$ cat config.mk
export PLATFORM = sky130hd
export DESIGN_NAME = present_key_schedule
export DESIGN_NICKNAME = d
export VERILOG_FILES = /design/src/rtl/present_key_schedule.sv
export SDC_FILE = /design/constraint.sdc
export NUM_CORES = 1
export LEC_CHECK = 0
export CAP_MARGIN = 20
export CORE_MARGIN = 5
export CORE_UTILIZATION = 43
export DETAILED_ROUTE_END_ITERATION = 8
export GPL_TIMING_DRIVEN = 0
export PLACE_DENSITY_LB_ADDON = 0.15
export SYNTH_ARGS = -nofsm -noshare
export SYNTH_HDL_FRONTEND = slang
export SYNTH_SLANG_ARGS = --single-unit
$ cat constraint.sdc
create_clock -name clk -period 1.9 [get_ports clk]
set_input_delay 0.475 -clock clk [delete_from_list [all_inputs] [get_ports clk]]
set_output_delay 0.475 -clock clk [all_outputs]
set_load 0.01 [all_outputs]
$ cat src/rtl/present_key_schedule.sv
// Sequential PRESENT round-key generator: loads the user key, presents K1 and steps K2..K32 on each 'next'.
// Latency: load or next sampled at edge n gives the new key on the outputs right after edge n; one key per cycle.
// Backpressure: none; 'next' is ignored outside RUN and 'load' always wins. PRESENT_KEY128_EN selects the 128-bit key.
module present_key_schedule #(
    parameter int ROUNDS = 32
) (
    input  logic         clk,
    input  logic         rst_n,
    input  logic         load,
    input  logic [127:0] key_in,
    input  logic         next,
    output logic [63:0]  round_key,
    output logic [5:0]   round_idx,
    output logic         valid,
    output logic         done
);

`ifdef PRESENT_KEY128_EN
    localparam int KW = 128;
`else
    localparam int KW = 80;
`endif

    // Key on round_idx == LAST_IDX is the one whose 'next' produces the final key
    localparam logic [5:0] LAST_IDX = 6'(ROUNDS - 1);

    typedef enum logic [1:0] {
        ST_IDLE = 2'd0,
        ST_RUN  = 2'd1,
        ST_LAST = 2'd2
    } state_t;

    state_t          state_q, state_d;
    logic [KW-1:0]   kreg_q,  kreg_d;
    logic [5:0]      round_idx_q, round_idx_d;
    logic [KW-1:0]   kreg_upd;

`ifndef PRESENT_KEY128_EN
    // Upper user-key bits have no destination in the 80-bit register
    logic key_hi_unused;
    assign key_hi_unused = ^key_in[127:KW];
`endif

    // PRESENT 4-bit S-box, kept local so the key path does not depend on the datapath layer
    function automatic logic [3:0] sbox(input logic [3:0] x);
        logic [3:0] y;
        case (x)
            4'h0: y = 4'hC;
            4'h1: y = 4'h5;
            4'h2: y = 4'h6;
            4'h3: y = 4'hB;
            4'h4: y = 4'h9;
            4'h5: y = 4'h0;
            4'h6: y = 4'hA;
            4'h7: y = 4'hD;
            4'h8: y = 4'h3;
            4'h9: y = 4'hE;
            4'hA: y = 4'hF;
            4'hB: y = 4'h8;
            4'hC: y = 4'h4;
            4'hD: y = 4'h7;
            4'hE: y = 4'h1;
            default: y = 4'h2;
        endcase
        return y;
    endfunction

    // One key-register update: rotate left by 61, S-box the top nibble(s), fold in the round counter
    function automatic logic [KW-1:0] key_update(input logic [KW-1:0] k, input logic [4:0] cnt);
        logic [KW-1:0] r;
`ifdef PRESENT_KEY128_EN
        r            = {k[66:0], k[127:67]};
        r[127:124]   = sbox(r[127:124]);
        r[123:120]   = sbox(r[123:120]);
        r[66:62]     = r[66:62] ^ cnt;
`else
        r            = {k[18:0], k[79:19]};
        r[79:76]     = sbox(r[79:76]);
        r[19:15]     = r[19:15] ^ cnt;
`endif
        return r;
    endfunction

    // Candidate next key; the counter is the index of the key currently presented
    always_comb begin
        kreg_upd = key_update(kreg_q, round_idx_q[4:0]);
    end

    // Next-state logic: load has priority, next only advances in RUN
    always_comb begin
        state_d     = state_q;
        kreg_d      = kreg_q;
        round_idx_d = round_idx_q;
        if (load) begin
            kreg_d      = key_in[KW-1:0];
            round_idx_d = 6'd1;
            state_d     = ST_RUN;
        end else begin
            case (state_q)
                ST_RUN: begin
                    if (next) begin
                        kreg_d      = kreg_upd;
                        round_idx_d = round_idx_q + 6'd1;
                        if (round_idx_q == LAST_IDX) begin
                            state_d = ST_LAST;
                        end
                    end
                end
                ST_LAST: begin
                    state_d = ST_LAST;
                end
                default: begin
                    state_d = ST_IDLE;
                end
            endcase
        end
    end

    // State, key register and round index; everything clears asynchronously
    always_ff @(posedge clk or negedge rst_n) begin
        if (!rst_n) begin
            state_q     <= ST_IDLE;
            kreg_q      <= '0;
            round_idx_q <= '0;
        end else begin
            state_q     <= state_d;
            kreg_q      <= kreg_d;
            round_idx_q <= round_idx_d;
        end
    end

    // Outputs decode registered state only
    assign round_key = kreg_q[KW-1 -: 64];
    assign round_idx = round_idx_q;
    assign valid     = (state_q != ST_IDLE);
    assign done      = (state_q == ST_LAST);

endmodule

==> flow_summary.json, run 1 <==
{
  "start_kind": "flop",
  "clkLatencyLatePin_ps": 360,
  "layout_worst_path_cycle_share": 0.990,
  "cpPeakStageDelay_ps": 530,
  "synth-edff-count": 0,
  "drt-total-wl_um": 15100,
  "detail_route.wl_per_cell_um": 18.1,
  "power_mw": 6.63,
  "synth_commonest_cells": "dfrtp_1, nand2_1, o21ai_0",
  "hold_path.class": "in -> async",
  "via_per_inst": 5.08,
  "synth_area_leader_cell": "dfrtp_1",
  "reg2reg_slack_ps": 140,
  "cts_hold_buf": 0,
  "grt_start_max_net_pins": 59,
  "cts_buffers": 9,
  "portBuffers": 154,
  "cts_buffer_depth": 2,
  "power_leakage_nw": 3.72,
  "yosysWarnings": 0,
  "syn-cell-area_um2": 4790,
  "relSlewSlack": 0.569,
  "status": "finished, final reports clean",
  "r2r-start": "state_q[0]",
  "slew_violations": 0,
  "ir_drop_mv": 0.431,
  "ys.flop_type": "dfrtp_1",
  "cts.sinks": 88,
  "place_hpwl_um": 10800,
  "drive_gt1_frac": 0.212,
  "dp_cells": 777,
  "grt_pass1_wl_um": 22400,
  "crit_fanout": 3,
  "synthesis.nets": 623,
  "yosys_register_bits": 88,
  "cts_tree": "done",
  "worstPathRequired_ps": 1420,
  "die-area_um2": 13300,
  "place.gp.congestion": 0.816,
  "finalSetupViolCount": 0,
  "grt_use_total": 0.220,
  "syn_avg_cell_area_um2": 9.93,
  "grt-ovfl-total": 0,
  "syn2layout_area_growth_pct": 48.4,
  "cp_cell_sequence": "buf_4 -> clkdlybuf4s50_1",
  "hold_viol_final": 0,
  "final_util": 0.653,
  "cts_root_buffer": "clkbuf_8",
  "grt_pass1_vias": 4204,
  "rsz0062_at_grt": "yes",
  "critPathKind": "reg -> out",
  "tns_ps": 0,
  "dieWidth_um": 116,
  "rows": 38,
  "synthTopCellsByArea": "dfrtp_1, mux2i_1, buf_4, o21ai_0, nand2_1",
  "synth_top_cell_area_share": 0.460,
  "cp.arrival_ps": 1410,
  "critPathSlowestCell": "clkdlybuf4s50_1",
  "drc": 0,
  "r2r-end": "kreg_q[9]",
  "nets": 830,
  "synth.distinct_cells": 29,
  "ys_seq_area_frac": 0.460,
  "diodes": 0,
  "stdcell_count": 834,
  "maxCapViolCount": 0,
  "antenna_found_initial": 0,
  "path_clk_slew_ps": 90,
  "clock.fmax_ghz": 0.532,
  "io_pins": 204,
  "start_util": 0.440,
  "core_region_area_um2": 10900,
  "crit_path_end_kind": "primary output",
  "reg2reg_depth": 7,
  "drtIter0Drc": 269,
  "period_minus_slack_ps": 1880,
  "worstMarginPinSlew_ps": 646,
  "cellPowerDensity_nw_per_um2": 932,
  "drtPass1Iterations": 4,
  "htreeDepth": 3,
  "vias": 4233,
  "skew_ps": 9.34,
  "die_h_um": 116,
  "synth_most_common_cell": "dfrtp_1",
  "synthArstFlopShare": 1.00,
  "final_antenna_net_count": 0,
  "syn_inst": 482
}
==> kinds of logic (layout without fill, tap and decap cells) <==
kind of cell | after synthesis | count (layout) | synth area share
XOR/XNOR | 8 | 8 | 0.0146
AND/OR/NAND/NOR | 98 | 98 | 0.0857
adder cells (fa/ha/maj) | 9 | 9 | 0.0235
AO/OA/AOI/OAI | 96 | 96 | 0.106
flip-flops | 88 | 88 | 0.460
multiplexers | 80 | 80 | 0.172
buffers and inverters | 103 | 315 | 0.138
==> power breakdown <==
part	switching, mW	leakage (nW)	total, mW	internal, mW
logic	1.21	2.57	2.93	1.72
clock network	0.678	0.0813	1.19	0.507
registers	0.296	1.07	2.51	2.22
==> per-stage QoR <==
stage	hold WS, ps	worst slack [ps]	area [um2]
final	46.7	19.3	7110
after global routing	61.3	-22.3	7110
after CTS	50.0	0.392	6800
after detailed placement	444	-217	6530
after global placement	493	-2880	6500
after floorplan	179	393	4790
==> layer usage <==
layer  track usage  routed length (um)
met2         0.368                7510
met3        0.0501                1130
met1         0.295                6240
met5             0                   0
met4        0.0485                 213
==> sequential cells by signal (all words and copies together) (netlist names) <==
signal / cells
kreg_q: 80
round_idx: 6
state_q: 2
==> area by class of cell <==
type                            instances  area (um2)
Buffer                                 94         654
Clock buffer                           11         141
Clock inverter                          5        32.5
Fill cell                             918        3780
Inverter                                9        33.8
Multi-Input combinational cell        291        1930
Sequential cell                        88        2210
Tap cell                              140         175
Timing Repair Buffer                  196        1930
==> worst max path at each step <==
stage / cells past startpoint / endpoint / slack, ps / from
floorplan: 5 / kreg_q[78] / 390 / kreg_q[16]
global placement: 1 / kreg_q[72] / -2880 / rst_n
detailed placement: 6 / kreg_q[9] / -220 / next
CTS: 2 / round_key[21] / 0.4 / kreg_q[37]
global route: 2 / round_key[39] / -20 / kreg_q[55]
finish: 2 / round_key[27] / 20 / kreg_q[43]
==> cell usage in the layout (no fill, tap or decap), types with 2 or more instances in the layout <==
cell / n
nand2b_1: 3
buf_2: 7
clkbuf_1: 16
xor2_1: 7
or3_1: 2
clkdlybuf4s50_1: 127
mux2i_1: 78
a21oi_1: 5
a22oi_1: 3
clkinvlp_4: 3
nor2b_1: 3
nand3_1: 3
buf_6: 4
o31ai_1: 2
dfrtp_1: 82
nand2_1: 80
buf_4: 107
clkinv_2: 2
nor3b_1: 2
dlymetal6s2s_1: 24
clkbuf_8: 10
inv_1: 9
ha_1: 9
o21ai_0: 81
dfrtp_2: 6
dlygate4sd2_1: 2
clkbuf_4: 2
mux4_2: 2
==> what timing repair did <==
action / CTS / global route
setup endpoints to repair: 15 / 108
hold endpoints to repair: 0 / 0
resized for setup: 6 / 35
buffers inserted: 12 / 29
pin swaps: 0 / 0
==> critical path, delay by kind of cell (launching register included) <==
kind,cells,cell delay [ps]
buf+inv,2,650
flops,1,400
Note: power is estimated with default switching activity, not from simulation.
==> inputs of run 2 (changes only) <==
--- a/config.mk
+++ b/config.mk
@@ -8,6 +8,8 @@
 export CAP_MARGIN = 20
 export CORE_MARGIN = 5
 export CORE_UTILIZATION = 43
+export CTS_CLUSTER_DIAMETER = 40
+export CTS_CLUSTER_SIZE = 10
 export DETAILED_ROUTE_END_ITERATION = 8
 export GPL_TIMING_DRIVEN = 0
 export PLACE_DENSITY_LB_ADDON = 0.15
==> results of run 2 <==
Same layout as run 1: the final DEF is identical, and so are final timing and power.
